File: config.mk
export PLATFORM = sky130hd
export DESIGN_NAME = control_flat
export DESIGN_NICKNAME = d
export VERILOG_FILES = /design/src/rtl/control_if.sv /design/src/rtl/control.sv /design/src/flat_wrapper.sv
export SDC_FILE = /design/constraint.sdc
export NUM_CORES = 1
export LEC_CHECK = 0
export CAP_MARGIN = 20
export CORE_MARGIN = 2
export CORE_UTILIZATION = 24
export DETAILED_ROUTE_END_ITERATION = 7
export PLACE_DENSITY = 0.82
export SYNTH_ARGS = -nofsm -noshare
export SYNTH_HDL_FRONTEND = slang
export SYNTH_SLANG_ARGS = --single-unit
File: constraint.sdc
create_clock -name vclk -period 3.4
set_clock_uncertainty 0.05 [all_clocks]
set_input_delay 1.02 -clock vclk [all_inputs]
set_output_delay 1.02 -clock vclk [all_outputs]
set_load 0.02 [all_outputs]
File: src/rtl/control_if.sv
// rtl/control_if.sv - instruction words in, datapath controls out, for the MIPS150 decoder
interface control_if;
  logic [31:0] Address;
  logic [31:0] OldAddress;
  logic        branch;
  logic        RegWrite;
  logic [1:0]  RegDst;
  logic [1:0]  PCsel;
  logic [1:0]  AluSelA;
  logic [1:0]  AluSelB;
  logic [3:0]  ALUop;
  logic [3:0]  ByteSel;
  logic        WEIM;
  logic        WEDM;
  logic        REUART;
  logic        WEUART;
  logic [1:0]  UARTsel;
  logic [1:0]  RDsel;

  modport master (
    output Address, OldAddress, branch,
    input  RegWrite, RegDst, PCsel, AluSelA, AluSelB, ALUop, ByteSel,
    input  WEIM, WEDM, REUART, WEUART, UARTsel, RDsel
  );

  modport slave (
    input  Address, OldAddress, branch,
    output RegWrite, RegDst, PCsel, AluSelA, AluSelB, ALUop, ByteSel,
    output WEIM, WEDM, REUART, WEUART, UARTsel, RDsel
  );
endinterface

File: src/rtl/control.sv
// rtl/control.sv - MIPS150 decoder and ALU-operand forwarding selector
// Forwarding selects are generated only when CONTROL_FORWARDING_EN is defined.
module control (
  input  logic     Clock,
  input  logic     Reset,
  control_if.slave bus
);
  localparam logic [3:0] ALU_ADDU = 4'd0,  ALU_SUBU = 4'd1,  ALU_SLT  = 4'd2;
  localparam logic [3:0] ALU_SLTU = 4'd3,  ALU_AND  = 4'd4,  ALU_OR   = 4'd5;
  localparam logic [3:0] ALU_XOR  = 4'd6,  ALU_LUI  = 4'd7,  ALU_SLL  = 4'd8;
  localparam logic [3:0] ALU_SRL  = 4'd9,  ALU_SRA  = 4'd10, ALU_NOR  = 4'd11;

  localparam logic [31:0] UART_CTRL = 32'h8000_0000;
  localparam logic [31:0] UART_RX   = 32'h8000_0004;
  localparam logic [31:0] UART_TX   = 32'h8000_0008;

  typedef struct packed {
    logic       reg_write;
    logic [1:0] reg_dst;
    logic [1:0] pc_sel;
    logic [1:0] sel_a;
    logic [1:0] sel_b;
    logic [3:0] alu_op;
    logic [3:0] byte_sel;
    logic       we_im;
    logic       we_dm;
    logic       re_uart;
    logic       we_uart;
    logic [1:0] uart_sel;
    logic [1:0] rd_sel;
    logic       is_load;
    logic [4:0] dest;
  } dec_t;

  function automatic dec_t decode(input logic [31:0] ins, input logic br);
    dec_t d;
    d        = '0;
    d.pc_sel = 2'd1;
    d.sel_a  = 2'd1;
    d.sel_b  = 2'd1;
    // The UART words are LB-to-$0 encodings, so claiming them loses no instruction.
    if (ins == UART_TX) begin
      d.we_uart = 1'b1; d.uart_sel = 2'd3;
    end else if (ins == UART_RX) begin
      d.re_uart = 1'b1; d.uart_sel = 2'd2; d.rd_sel = 2'd1;
    end else if (ins == UART_CTRL) begin
      d.uart_sel = 2'd1; d.rd_sel = 2'd1;
    end else begin
      case (ins[31:26])
        6'h00: begin
          d.reg_dst   = 2'd1;
          d.reg_write = 1'b1;
          case (ins[5:0])
            6'h00: begin d.sel_a = 2'd3; d.alu_op = ALU_SLL; end
            6'h02: begin d.sel_a = 2'd3; d.alu_op = ALU_SRL; end
            6'h03: begin d.sel_a = 2'd3; d.alu_op = ALU_SRA; end
            6'h04: d.alu_op = ALU_SLL;
            6'h06: d.alu_op = ALU_SRL;
            6'h07: d.alu_op = ALU_SRA;
            6'h08: begin d.pc_sel = 2'd0; d.reg_write = 1'b0; d.reg_dst = 2'd0; end
            6'h09: begin d.pc_sel = 2'd0; d.sel_a = 2'd0; d.sel_b = 2'd0; end
            6'h20, 6'h21: d.alu_op = ALU_ADDU;
            6'h22, 6'h23: d.alu_op = ALU_SUBU;
            6'h24: d.alu_op = ALU_AND;
            6'h25: d.alu_op = ALU_OR;
            6'h26: d.alu_op = ALU_XOR;
            6'h27: d.alu_op = ALU_NOR;
            6'h2a: d.alu_op = ALU_SLT;
            6'h2b: d.alu_op = ALU_SLTU;
            default: begin d.reg_dst = 2'd0; d.reg_write = 1'b0; end
          endcase
        end
        6'h02: d.pc_sel = 2'd3;
        6'h03: begin
          d.pc_sel = 2'd3; d.reg_dst = 2'd2; d.reg_write = 1'b1;
          d.sel_a  = 2'd0; d.sel_b   = 2'd0;
        end
        6'h01, 6'h04, 6'h05, 6'h06, 6'h07: d.pc_sel = br ? 2'd2 : 2'd1;
        6'h08, 6'h09: begin d.sel_b = 2'd3; d.reg_write = 1'b1; d.alu_op = ALU_ADDU; end
        6'h0a: begin d.sel_b = 2'd3; d.reg_write = 1'b1; d.alu_op = ALU_SLT;  end
        6'h0b: begin d.sel_b = 2'd3; d.reg_write = 1'b1; d.alu_op = ALU_SLTU; end
        6'h0c: begin d.sel_b = 2'd3; d.reg_write = 1'b1; d.alu_op = ALU_AND;  end
        6'h0d: begin d.sel_b = 2'd3; d.reg_write = 1'b1; d.alu_op = ALU_OR;   end
        6'h0e: begin d.sel_b = 2'd3; d.reg_write = 1'b1; d.alu_op = ALU_XOR;  end
        6'h0f: begin d.sel_b = 2'd3; d.reg_write = 1'b1; d.alu_op = ALU_LUI;  end
        6'h20, 6'h21, 6'h23, 6'h24, 6'h25: begin
          d.sel_b    = 2'd3; d.rd_sel = 2'd2; d.reg_write = 1'b1; d.is_load = 1'b1;
          d.byte_sel = {1'b0, ins[28], ins[27:26] == 2'b11 ? 2'd2 : {1'b0, ins[26]}};
        end
        6'h28, 6'h29, 6'h2b: begin
          d.sel_b    = 2'd3; d.we_dm = 1'b1; d.we_im = 1'b1;
          d.byte_sel = {2'b10, ins[27:26] == 2'b11 ? 2'd2 : {1'b0, ins[26]}};
        end
        default: ;
      endcase
    end
    case (d.reg_dst)
      2'd0:    d.dest = ins[20:16];
      2'd1:    d.dest = ins[15:11];
      default: d.dest = 5'd31;
    endcase
    if (d.dest == 5'd0) d.reg_write = 1'b0;
    return d;
  endfunction

  logic valid_q;

  always_ff @(posedge Clock or negedge Reset) begin
    if (!Reset) valid_q <= 1'b0;
    else        valid_q <= 1'b1;
  end

  dec_t       cur;
  dec_t       prv;
  logic       produces;
  logic [1:0] sel_a;
  logic [1:0] sel_b;
  logic       unused_ok;

  always_comb begin
    cur      = decode(bus.Address, bus.branch);
    prv      = decode(bus.OldAddress, 1'b0);
    // Load data is not ready in time to forward; those hazards stay with software.
    produces = valid_q && prv.reg_write && !prv.is_load && (prv.dest != 5'd0);
    sel_a    = cur.sel_a;
    sel_b    = cur.sel_b;
`ifdef CONTROL_FORWARDING_EN
    if (produces && cur.sel_a == 2'd1 && bus.Address[25:21] == prv.dest) sel_a = 2'd2;
    if (produces && cur.sel_b == 2'd1 && bus.Address[20:16] == prv.dest) sel_b = 2'd2;
`endif
  end

  assign unused_ok = ^{cur.is_load, cur.dest, prv, produces};

  assign bus.RegWrite = cur.reg_write;
  assign bus.RegDst   = cur.reg_dst;
  assign bus.PCsel    = cur.pc_sel;
  assign bus.AluSelA  = sel_a;
  assign bus.AluSelB  = sel_b;
  assign bus.ALUop    = cur.alu_op;
  assign bus.ByteSel  = cur.byte_sel;
  assign bus.WEIM     = cur.we_im;
  assign bus.WEDM     = cur.we_dm;
  assign bus.REUART   = cur.re_uart;
  assign bus.WEUART   = cur.we_uart;
  assign bus.UARTsel  = cur.uart_sel;
  assign bus.RDsel    = cur.rd_sel;
endmodule

File: src/flat_wrapper.sv
// flat-port wrapper written by rule: the top's interface ports become plain ports
module control_flat 
  (Clock, Reset, bus_Address, bus_OldAddress, bus_branch, bus_RegWrite, bus_RegDst, bus_PCsel, bus_AluSelA, bus_AluSelB, bus_ALUop, bus_ByteSel, bus_WEIM, bus_WEDM, bus_REUART, bus_WEUART, bus_UARTsel, bus_RDsel);
  control_if bus_i ();
  input  logic Clock;
  input  logic Reset;
  input wire logic [$bits(bus_i.Address)-1:0] bus_Address;
  input wire logic [$bits(bus_i.OldAddress)-1:0] bus_OldAddress;
  input wire logic [$bits(bus_i.branch)-1:0] bus_branch;
  output wire logic [$bits(bus_i.RegWrite)-1:0] bus_RegWrite;
  output wire logic [$bits(bus_i.RegDst)-1:0] bus_RegDst;
  output wire logic [$bits(bus_i.PCsel)-1:0] bus_PCsel;
  output wire logic [$bits(bus_i.AluSelA)-1:0] bus_AluSelA;
  output wire logic [$bits(bus_i.AluSelB)-1:0] bus_AluSelB;
  output wire logic [$bits(bus_i.ALUop)-1:0] bus_ALUop;
  output wire logic [$bits(bus_i.ByteSel)-1:0] bus_ByteSel;
  output wire logic [$bits(bus_i.WEIM)-1:0] bus_WEIM;
  output wire logic [$bits(bus_i.WEDM)-1:0] bus_WEDM;
  output wire logic [$bits(bus_i.REUART)-1:0] bus_REUART;
  output wire logic [$bits(bus_i.WEUART)-1:0] bus_WEUART;
  output wire logic [$bits(bus_i.UARTsel)-1:0] bus_UARTsel;
  output wire logic [$bits(bus_i.RDsel)-1:0] bus_RDsel;
  assign bus_i.Address = bus_Address;
  assign bus_i.OldAddress = bus_OldAddress;
  assign bus_i.branch = bus_branch;
  assign bus_RegWrite = bus_i.RegWrite;
  assign bus_RegDst = bus_i.RegDst;
  assign bus_PCsel = bus_i.PCsel;
  assign bus_AluSelA = bus_i.AluSelA;
  assign bus_AluSelB = bus_i.AluSelB;
  assign bus_ALUop = bus_i.ALUop;
  assign bus_ByteSel = bus_i.ByteSel;
  assign bus_WEIM = bus_i.WEIM;
  assign bus_WEDM = bus_i.WEDM;
  assign bus_REUART = bus_i.REUART;
  assign bus_WEUART = bus_i.WEUART;
  assign bus_UARTsel = bus_i.UARTsel;
  assign bus_RDsel = bus_i.RDsel;
  control u_core (.Clock(Clock), .Reset(Reset), .bus(bus_i));
endmodule
# == After elaboration in Yosys (flattened, before gate mapping) ==
# Index checks and enable logic that the tools add are counted.
# Widths: inputs -> output; s select.
# word_totals
reg_bits,0
inputBits,67
output_inout_bits,25
wordCells,92
# op_classes
eq_ne,45
mux,30
reduce_logical,17
# ops
op,count
$eq 6x6->1 const B,18
$eq 32x32->1 const B,3
$eq 6x4->1 const B,10
$eq 6x3->1 const B,7
$pmux 4 s10,1
$mux 19,2
$pmux 4 s7,1
$eq 6x2->1 const B,4
$mux 20,1
$reduce_or 17->1,1
$reduce_or 16->1,1
$reduce_or 14->1,1
$logic_not 6->1,2
$pmux 2 s2,3
$pmux 2 s3,2
$reduce_or 2->1,6
$mux 2,5
$pmux 5 s2,1
$reduce_or 5->1,2
$mux 3,3
$mux 1,8
$pmux 4 s2,1
$eq 6x1->1 const B,1
$reduce_or 3->1,2
other kinds (6),6

# == Logic depth before layout (Yosys ltp) ==
# logic_depth
depth_word,11
depth_mapped,5
depth_no_buf,5

# == Worst setup path before layout ==
# OpenSTA, ideal clock, no wires.
# synth_path
path_kind,in2out
start,in bus_Address[27]
end,out bus_RegWrite
t_arrival_ps,2455
required_ps,2330
slack_ps,-125
stages,4
n_path_buf,1
path_cell_list,buf_2 > nor3_2 > nand3_1 > o311ai_0
# synth_between
elab_chain_len,9
word_cells_on_any_way,29
cone_classes,eq/ne (18); mux (7); reduce/logical (4)
# synth_lines
item,line,rtl
from (decl),flat_wrapper.sv:7,input wire logic [$bits(bus_i.Address)-1:0] bus_Address;
$eq 6x2->1 / $logic_not 6->1 (equally long branches),control.sv:49,case (ins[31:26])
$pmux 2 s2,control.sv:49,
$mux 19,control.sv:46,end else if (ins == UART_CTRL) begin
$mux 19,control.sv:44,end else if (ins == UART_RX) begin
$mux 20 *,control.sv:42,if (ins == UART_TX) begin
$eq 2x1->1 / $logic_not 2->1 (equally long branches),control.sv:97,case (d.reg_dst)
$pmux 5 s2,control.sv:97,
$logic_not 5->1,control.sv:102,if (d.dest == 5'd0) d.reg_write = 1'b0;
$mux 1 *,control.sv:102,
to (decl),flat_wrapper.sv:10,output wire logic [$bits(bus_i.RegWrite)-1:0] bus_RegWrite;
# Mark *: on every way between the ends. The rest lies on a longest branch, timed or not.

# == Worst setup path in the final report ==
# layout_path
start,in bus_Address[20]
end,out bus_AluSelB[1]
# layout_between
elab_chain_len,4
word_cells_on_any_way,6
cone_classes,eq/ne (3); mux (3)
# layout_lines
item,line,rtl
$eq 32x32->1,control.sv:46,
$mux 19,control.sv:46,
$mux 19,control.sv:44,
$mux 20 *,control.sv:42,
to (decl),flat_wrapper.sv:14,output wire logic [$bits(bus_i.AluSelB)-1:0] bus_AluSelB;
# Marks and branches as above.

==> flow_metrics.env <==
export IMPL_fin_hold_ws_ns=2.36
export IMPL_whs_path_depth=3
export IMPL_period_share_pct=107
export IMPL_critPathLaunchType="input pin"
export IMPL_dp_slack_ns=-0.882
export IMPL_die_w_um=54.6
export IMPL_fp_dieArea_um2=2980
export IMPL_synth_fp_nets=163
export IMPL_yosys_warnings=0
export IMPL_powerDensity_nw_per_um2=90.9
export IMPL_grt_max_degree=10
export IMPL_seqCellArea_um2=0
export IMPL_fin_util_pct=60.0
export IMPL_fin_crit_ns=3.62
export IMPL_grt_antenna_before_repair=0
export IMPL_hp_class="input pin to primary output"
export IMPL_status="finished, violations left"
export IMPL_synth_area_leaders="nor2_1 (9.2%), nand2b_1 (8.1%), nor4_4 (6.9%), a21oi_1 (4.9%), a211oi_1 (4.9%)"
export IMPL_setup_slack_ns=-0.221
export IMPL_setup_viol=7
export IMPL_core_area_um2=2450
export IMPL_vias_per_cell=5.25
export IMPL_synthAdderAreaFrac_pct=0
export IMPL_yosysTopAreaCell="nor2_1"
export IMPL_muxShareOfSynthArea_pct=0
export IMPL_grt_pass1_vias=1011
export IMPL_globalplace_congestion=0.770
export IMPL_port_buffers=58
export IMPL_synth_area_um2=614
export IMPL_worst_slew_pin_slew_ns=0.364
export IMPL_grt_use_total_pct=19.3
export IMPL_ant_nets=0
export IMPL_drcViolationCount=0
export IMPL_arrival_ns=2.55
export IMPL_hpwl_um=2290
export IMPL_drt_iter0_drc=21
export IMPL_diodes=0
export IMPL_leakagePower_nw=0.688
export IMPL_path_max_fanout=2
export IMPL_die_h_um=54.6
export IMPL_fin_nets=248
export IMPL_wire_per_inst_um=14.6
export IMPL_critical_path_class="input pin to primary output"
export IMPL_multiInputGateArea_um2=726
export IMPL_hold_viol=0
export IMPL_drv_slew=0
export IMPL_syn_mean_instance_area_um2=6.40
export IMPL_ys_types=37
export IMPL_fillers=204
export IMPL_grt_pass1_wl_um=4320
export IMPL_n_clock_buffer=0
export IMPL_cp_required_ns=2.33
export IMPL_violations="negative setup slack"
export IMPL_slew_headroom_pct=75.5
export IMPL_vias=1097
export IMPL_area_growth_pct=140
export IMPL_drive_above_1_share_pct=59.2
export IMPL_seq_cells=0
export IMPL_synthXorXnorAreaFrac_pct=0
export IMPL_rows=18
export IMPL_yosys_area_share_simple_pct=57.6
export IMPL_initial_core_util_pct=25.0
export IMPL_synth_top_family_by_area="simple AND/OR/NAND/NOR gates"
export IMPL_cap_violations=0
export IMPL_synth_compound_area_share_pct=32.4
export IMPL_yosysSeqAreaShare_pct=0
export IMPL_first_pass_iters=4
export IMPL_netlist_instances=96
export IMPL_rsz0062_at_grt="true"
export IMPL_grt_ovfl_total=0
export IMPL_max_freq_mhz=276
export IMPL_end_kind="primary output"
export IMPL_wirelength_um=3050
export IMPL_vdd_drop_max_v=0.0000469
export IMPL_yosysTopAreaCellShare_pct=9.16
export IMPL_io_pins=92
critical path: stages:
cell	delay [ns]
buf_6	0.09
or4_4	0.53
nand4bb_4	0.22
nor4b_4	0.33
buf_4	0.17
nor3_2	0.04
buf_4	0.15
final timing paths:
path                          to       startpoint
setup / recovery  bus_AluSelB[1]  bus_Address[20]
hold / removal    bus_AluSelB[1]  bus_Address[30]
cell usage after synthesis, types with 2 or more instances:
cell and count:
buf_4 2, or4_4 2, inv_1 4, o21ai_0 4, nand2_1 5, nor4_4 2
nor4_1 2, nor2b_1 2, a21oi_1 6, a2111oi_0 2, a31oi_1 3, and2_1 2
nand2b_1 8, nor2_1 15, a211oi_1 4, clkbuf_1 4, or4_1 2, o2bb2ai_1 2
nor3_1 5, a21boi_0 2, nand3_1 2
cells in the final DEF (no fill, tap or decap), types with 5 or more instances in the layout:
cell type        count
nand2_1              5
buf_2               14
nand2b_1             5
clkdlybuf4s50_1      5
nor2_1              12
clkbuf_2            11
buf_4               39
buf_6                6
clkdlybuf4s15_1      5
dlygate4sd2_1        6
per-stage QoR:
step	std cells	cell area (um2)	setup TNS, ns	power [mW]
floorplan	96	621	0	0.0445
global placement	203	1400	-15.98	0.122
detailed placement	203	1400	-16.75	0.127
CTS	206	1450	-0.670	0.127
global route	209	1470	-1.39	0.143
finish	209	1470	-0.851	0.134
layer usage:
metal	share of wire [%]	GRT usage, %	vias to the layer above
met5	0	0	-
met4	1.3	3.75	0
met3	7.0	1.64	8
met2	54	37.7	54
met1	38	22.2	505
li1	-	-	530
cell type report:
class	instances	area share, %
Inverter	4	1.02
Multi-Input combinational cell	84	49.2
Tap cell	30	2.55
Timing Repair Buffer	91	47.2
what timing repair did:
action / CTS / global route
pin swaps: 21 / 12
buffers inserted: 3 / 3
resized for setup: 178 / 40
gates cloned: 0 / 0
hold buffers: 0 / 0
setup endpoints to repair: 25 / 22
endpoints found under the hold margin: 0 / 0
logic make-up after synthesis:
group,count (synthesis)
and+or+nand+nor,55
buffers and inverters,12
AOI/OAI and AO/OA,29
where the power goes:
part | internal, mW | switching [mW] | total (mW)
Clock | 0 | 0 | 0
Sequential | 0 | 0 | 0
Combinational | 0.0670 | 0.0670 | 0.134
Total | 0.0670 | 0.0670 | 0.134
(Power assumes the default switching activity.)
